### config.mk
export PLATFORM = sky130hd
export DESIGN_NAME = truth_table_sweeper
export DESIGN_NICKNAME = d
export VERILOG_FILES = /design/src/rtl/truth_table_sweeper.sv
export SDC_FILE = /design/constraint.sdc
export NUM_CORES = 1
export LEC_CHECK = 0
export ABC_AREA = 1
export CAP_MARGIN = 10
export CORE_UTILIZATION = 40
export CTS_BUF_LIST = sky130_fd_sc_hd__clkbuf_16
export DETAILED_ROUTE_END_ITERATION = 6
export GPL_TIMING_DRIVEN = 0
export SLEW_MARGIN = 40
export SYNTH_ARGS = -nofsm -noshare
export SYNTH_HDL_FRONTEND = slang
export SYNTH_SLANG_ARGS = --single-unit
### constraint.sdc
create_clock -name clk -period 5 [get_ports clk]
set_input_delay 0.75 -clock clk [delete_from_list [all_inputs] [get_ports clk]]
set_output_delay 0.75 -clock clk [all_outputs]
set_load 0.01 [all_outputs]
### src/rtl/truth_table_sweeper.sv
// Sweeps every input vector of an N_IN-input combinational block, samples f_in after a settle
// delay, and checks the captured truth table against an expected minterm mask.
module truth_table_sweeper #(
  parameter int N_IN   = 4,
  parameter int SETTLE = 1
) (
  input  logic                   clk,
  input  logic                   rst,
  input  logic                   start,
  input  logic [(1<<N_IN)-1:0]   expected,
  output logic [N_IN-1:0]        vec_out,
  input  logic                   f_in,
  output logic                   busy,
  output logic                   done,
  output logic [(1<<N_IN)-1:0]   table_out,
  output logic                   match,
  output logic [N_IN:0]          mismatch_cnt,
  output logic [N_IN-1:0]        first_fail,
  output logic                   first_fail_valid,
  output logic [1:0]             state_dbg
);

  localparam int              NV       = 1 << N_IN;
  localparam logic [N_IN-1:0] LAST_VEC = N_IN'(NV - 1);
  localparam logic [N_IN-1:0] VEC_ONE  = N_IN'(1);
  localparam logic [N_IN:0]   CNT_ONE  = (N_IN + 1)'(1);
  localparam logic [3:0]      SETTLE_L = 4'(SETTLE);

  typedef enum logic [1:0] {
    S_IDLE   = 2'd0,
    S_SETTLE = 2'd1,
    S_SAMPLE = 2'd2,
    S_DONE   = 2'd3
  } state_t;

  // Handshake: start is a request with no ready; it is taken only when state is IDLE,
  // and busy/done report progress. Requests in any other state are dropped, never queued.
  state_t            state_q, state_d;
  logic [3:0]        cnt_q, cnt_d;
  logic [NV-1:0]     exp_q, exp_d;
  logic [N_IN-1:0]   vec_q, vec_d;
  logic [NV-1:0]     tbl_q, tbl_d;
  logic [N_IN:0]     mcnt_q, mcnt_d;
  logic [N_IN-1:0]   ff_q, ff_d;
  logic              ffv_q, ffv_d;
  logic              match_q, match_d;
  logic              miss;

  always_ff @(posedge clk or posedge rst) begin
    if (rst) begin
      state_q <= S_IDLE;
      cnt_q   <= '0;
      exp_q   <= '0;
      vec_q   <= '0;
      tbl_q   <= '0;
      mcnt_q  <= '0;
      ff_q    <= '0;
      ffv_q   <= 1'b0;
      match_q <= 1'b0;
    end else begin
      state_q <= state_d;
      cnt_q   <= cnt_d;
      exp_q   <= exp_d;
      vec_q   <= vec_d;
      tbl_q   <= tbl_d;
      mcnt_q  <= mcnt_d;
      ff_q    <= ff_d;
      ffv_q   <= ffv_d;
      match_q <= match_d;
    end
  end

  always_comb begin
    state_d = state_q;
    cnt_d   = cnt_q;
    exp_d   = exp_q;
    vec_d   = vec_q;
    tbl_d   = tbl_q;
    mcnt_d  = mcnt_q;
    ff_d    = ff_q;
    ffv_d   = ffv_q;
    match_d = match_q;
    miss    = f_in ^ exp_q[vec_q];
    case (state_q)
      S_IDLE: begin
        if (start) begin
          exp_d   = expected;
          tbl_d   = '0;
          mcnt_d  = '0;
          ff_d    = '0;
          ffv_d   = 1'b0;
          match_d = 1'b0;
          vec_d   = '0;
          cnt_d   = SETTLE_L;
          state_d = (SETTLE == 0) ? S_SAMPLE : S_SETTLE;
        end
      end
      S_SETTLE: begin
        cnt_d = cnt_q - 4'd1;
        if (cnt_q <= 4'd1) state_d = S_SAMPLE;
      end
      S_SAMPLE: begin
        tbl_d[vec_q] = f_in;
        if (miss) begin
          mcnt_d = mcnt_q + CNT_ONE;
          if (!ffv_q) begin
            ff_d  = vec_q;
            ffv_d = 1'b1;
          end
        end
        // match is resolved on the last sample edge so it is already valid during DONE
        if (vec_q == LAST_VEC) begin
          state_d = S_DONE;
          match_d = (mcnt_d == '0);
        end else begin
          vec_d   = vec_q + VEC_ONE;
          cnt_d   = SETTLE_L;
          state_d = (SETTLE == 0) ? S_SAMPLE : S_SETTLE;
        end
      end
      S_DONE: state_d = S_IDLE;
      default: state_d = S_IDLE;
    endcase
  end

  assign vec_out          = vec_q;
  assign busy             = (state_q == S_SETTLE) || (state_q == S_SAMPLE);
  assign done             = (state_q == S_DONE);
  assign table_out        = tbl_q;
  assign match            = match_q;
  assign mismatch_cnt     = mcnt_q;
  assign first_fail       = ff_q;
  assign first_fail_valid = ffv_q;
  assign state_dbg        = state_q;

endmodule

## Yosys cells after proc, flatten, opt, wreduce, memory -nomap -nowiden

Cells that the tools add are included.
W data, S select, Z words.

| cells by class | value |
|---|---|
| divide/modulo/power cells | 0 |
| reduce and logical (&&, ||, !) cells | 14 |
| multiplexer cells | 29 |
| $add $sub $neg | 3 |
| eq/ne operators | 10 |
| magnitude comparators | 3 |
| multiply operators | 0 |
| bitwise logic cells | 1 |
| shifts and indexed selects | 0 |

Operators with widths:

| operator | number |
|---|---|
| $pmux W16 S2 | 1 |
| $mux W4 | 6 |
| $bwmux W16 | 1 |
| $mux W16 | 1 |
| $pmux W4 S2 | 2 |
| $mux W5 | 3 |
| $ne A2 B2 Y1 const B | 6 |
| $pmux W4 S3 | 1 |
| $reduce_and A3 Y1 | 4 |
| $pmux W5 S2 | 1 |
| $pmux W2 S4 | 1 |
| $mux W2 | 3 |
| $reduce_and A2 Y1 | 3 |
| $add A5 B1 Y5 const B | 1 |
| $logic_not A5 Y1 | 1 |
| $lt A4 B5 Y1 const B | 1 |
| $mux W1 | 5 |
| $add A4 B1 Y4 const B | 1 |
| $bmux W1 S4 | 1 |
| $demux W1 S4 | 1 |
| $eq A2 B2 Y1 const B | 2 |
| $eq A4 B4 Y1 const B | 1 |
| $ge A4 B1 Y1 const B | 1 |
| $le A4 B1 Y1 const B | 1 |
| 10 further kinds | 11 |

| word-level totals | value |
|---|---|
| memory bits (writable) | 0 |
| flip-flop bits (word level) | 53 |
| word-level logic and storage cells | 69 |
| memories | 0 |
| memory bits (read-only) | 0 |
| latch bits | 0 |
| output and inout bits | 35 |

## Logic depth before layout (Yosys ltp)

| depth | value |
|---|---|
| word-level depth | 8 |
| gate-level depth with buffers | 17 |

## Worst setup path before layout

No wires, ideal clock.

| path | value |
|---|---|
| path kind | flip-flop to flip-flop |
| start | register state_q[0], in the netlist state_dbg[0] |
| end | register tbl_q[0], in the netlist table_out[0] |
| cell stages (with the launch flop) | 10 |
| clock period less this slack | 1.896 ns |
| setup time | 0.095 ns |
| buffers on the path | 2 |
| slack | 3.104 ns |
| arrival time | 1.801 ns |
| cell sequence | dfrtp_1 -> inv_1 -> ha_1 -> buf_4 -> a21oi_2 -> clkinv_1 -> buf_2 -> nand2_1 -> nand2_1 -> o31ai_1 |

| between the ends | value |
|---|---|
| longest elaborated chain between the ends | 3 |
| elaborated cells between the ends (all ways) | 6 |

Ends and longest elaborated chain:

| what | RTL line | source |
|---|---|---|
| from (decl) | 38 | `state_t state_q, state_d;` |
| from (signal assigned) | 61 | `state_q <= state_d;` |
| $eq A2 B2 Y1 or $logic_not A2 Y1 (tied branches) | 84 | `case (state_q)` |
| $reduce_bool A2 Y1 (no line) or $ne A2 B2 Y1 (tied branches) | n/a |  |
| $reduce_and A2 Y1 (no line) | n/a |  |
| to (signal assigned) | 65 | `tbl_q <= tbl_d;` |
| to (decl) | 42 | `logic [NV-1:0] tbl_q, tbl_d;` |

Several ways; a longest one is shown, not always the timed one.
A chain may end at the register's enable or synchronous reset.

## Worst setup path in the final report

| path | value |
|---|---|
| start | input port start |
| end | register tbl_q[3], in the netlist table_out[3] |

| between the ends | value |
|---|---|
| longest elaborated chain between the ends | 2 |

Ends and longest elaborated chain:

| what | RTL line | source |
|---|---|---|
| from (decl) | 9 | `input logic start,` |
| $ne A2 B2 Y1 (no line) | n/a |  |
| $reduce_and A2 Y1 (no line) | n/a |  |

No other way between the ends.

==> flow_metrics.py <==
metrics = {
    "synthesis": {
        "ys_ff_latch": 53,
        "synthSimpleGateAreaFrac": 0.207,
        "synth.most_common_cell": "nand2_1",
        "synth_top_family_by_area": "simple AND/OR/NAND/NOR gates",
        "ys_types": 34,
        "synth_compound_area_frac": 0.169,
        "synthArstFlopShare": 1.00,
        "synthMuxAreaShare": 0,
        "syn-num-nets": 380,
        "yosysWarningCount": 0,
        "synth_top_area_share": 0.465,
        "synth_cells": 348,
        "synth_top_area_cell": "dfrtp_1",
        "synth_ff_type": "dfrtp_1",
        "synth_seq_area_share": 0.465,
        "netlist_area_sq_um": 2860,
        "synthXorXnorAreaFrac": 0.0184,
        "synth.top_cells.by_count": "94 x nand2_1, 53 x dfrtp_1, 46 x inv_1, 42 x o21ai_0, 19 x nand3_1",
        "synth_area_leaders": "dfrtp_1 46%, nand2_1 12%, o21ai_0 7.4%",
        "synth_fa_ha_area_frac": 0.0526,
        "synth-edff-count": 0,
        "synth.avg_cell_area_sq_um": 8.20,
    },
    "timing": {
        "finalCritPeriodShare": 0.489,
        "hold_violations": 0,
        "worst_slew_pin_slew_ns": 0.483,
        "rsz0062_at_grt": "false",
        "skew_ns": 0.00332,
        "whs_ns": 0.482,
        "drv_slew": 0,
        "setup_viol": 0,
        "fmaxAchievable_ghz": 0.409,
        "setup-tns-final_ns": 0,
        "finalCriticalPeriod_ns": 2.44,
        "slew_headroom": 0.677,
    },
    "setup_path": {
        "arrival_ns": 2.64,
        "critical_path_class": "input port to flop",
        "required_ns": 5.19,
        "start_kind": "input port",
        "cp-end-kind": "flop",
        "crit_fanout": 10,
    },
    "die": {
        "die_h_microns": 86.5,
        "dieArea_sq_um": 7480,
        "die_w_microns": 86.5,
        "ios": 55,
        "coreArea_sq_um": 6830,
        "rows": 30,
        "start_util": 0.418,
    },
    "clocking": {
        "root_buffer": "clkbuf_16",
        "cts_resized": 0,
        "clkTransAtPathRegs_ns": 0.07,
        "cts_hold_buf": 0,
        "clk_latency_ns": 0.29,
        "numCtsBuffers": 5,
        "tritoncts": "yes",
        "htreeDepth": 2,
        "cts.sinks": 53,
        "cts_setup_buffers": 0,
        "clock_path_buffers": 2,
    },
    "grt": {
        "grt_most_used_layer": "met2",
        "grt_pass1_wl_microns": 11100,
        "grt.met2_usage": 0.320,
        "antenna_found_initial": 0,
        "grt_overflow": 0,
        "use_met3": 0.0333,
        "grt_max_degree": 32,
        "met1_usage": 0.255,
        "first_global_vias": 2352,
        "grt_usage": 0.190,
    },
    "cells_and_area": {
        "antenna_cells": 0,
        "drive_gt1_frac": 0.0707,
        "nets": 442,
        "final_util": 0.538,
        "syn2layout_area_growth_pct": 28.8,
        "stdcell_area_sq_um": 3680,
    },
    "flow_run": {
        "drv_cap": 0,
    },
    "drt": {
        "routedWlPerCell_microns": 12.8,
        "vias": 2448,
        "remaining_drc_errors": 0,
        "vias_per_cell": 4.84,
        "drtIter0Drc": 127,
        "drt-total-wl_microns": 6480,
        "postRouteAntennaNets": 0,
        "first_pass_iters": 5,
    },
    "power_and_ir_drop": {
        "power.total_mw": 2.11,
        "vdd_ir_drop_max_mv": 0.196,
        "p_leak_nw": 1.68,
        "powerDensity_nw_per_um2": 572,
    },
    "outcome": {
        "status": "completed",
    },
    "placement": {
        "port_buffers": 54,
        "place_hpwl_microns": 4790,
        "routabilityCongestion": 0.798,
        "placed_area_sq_um": 3550,
    },
    "min_path": {
        "hp-class": "flop to flop",
    },
}
==> final cells by class <==
type                            count  area, sq um
Buffer                              9         58.8
Clock buffer                        5          125
Clock inverter                      2         7.51
Fill cell                         696         3150
Inverter                           50          195
Multi-Input combinational cell    236         1280
Sequential cell                    53         1330
Tap cell                           96          120
Timing Repair Buffer               55          568
==> cells by family (layout without fill, tap and decap cells) <==
logic type,after synthesis,after routing
flops,53,53
simple gates,136,136
fa+ha+maj,12,12
xor+xnor,6,6
compound gates,82,82
buf+inv,59,121
==> power breakdown <==
group | internal, mW | total [mW] | switching [mW]
clock network | 0.180 | 0.325 | 0.146
logic | 0.439 | 1.12 | 0.681
registers | 0.570 | 0.660 | 0.0901
total | 1.19 | 2.11 | 0.917
==> critical path: stages <==
cell             delay, ns
clkdlybuf4s50_1       0.43
nand2_1               0.08
inv_1                 0.10
a21oi_2               0.39
clkinv_1              0.39
buf_2                 0.30
nand2_1               0.08
nand2_1               0.05
o31ai_1               0.07
==> final timing paths <==
kind                              start           end  slack, ns  cells past startpoint
min in group asynchronous           rst  table_out[9]       0.82                      2
min reg2reg                       match         match       0.48                      2
min                               match         match       0.48                      2
max reg2reg                state_dbg[0]  table_out[3]       2.66                      9
max                               start  table_out[3]       2.56                      9
max in group asynchronous           rst  state_dbg[0]       3.72                      3
==> metal layers <==
layer / vias up / part of all wire
li1: 1260 / -
met4: 0 / 0.0065
met5: - / 0
met2: 50 / 0.46
met1: 1134 / 0.49
met3: 4 / 0.038
==> cell usage in the layout, fill, tap and decap left out, drive strengths merged <==
cell and count:
nand2 101, clkdlybuf4s50 54, dfrtp 53, o21ai 52, inv 50, nand3 20
o31ai 16, ha 12, nor2 12, clkbuf 9, xor2 6, a21oi 6
buf 6, o22ai 3, clkinv 2, a22o 2, nor3 2, o211ai 1
a22oi 1, nor4 1, a31oi 1
==> registers in the layout, indices dropped and copies added, names as in the netlist, 2 cells and up <==
signal	count
exp_q	16
first_fail	4
table_out	16
state_dbg	2
vec_out	4
mismatch_cnt	5
cnt_q	4
==> stage by stage <==
stage	setup slack, ns	cells
after detailed placement	2.21	499
final	2.56	506
after CTS	2.51	506
after global placement	1.90	498
after global routing	2.41	506
after floorplan	2.96	348
No activity file was read; power rests on OpenSTA's default activity.
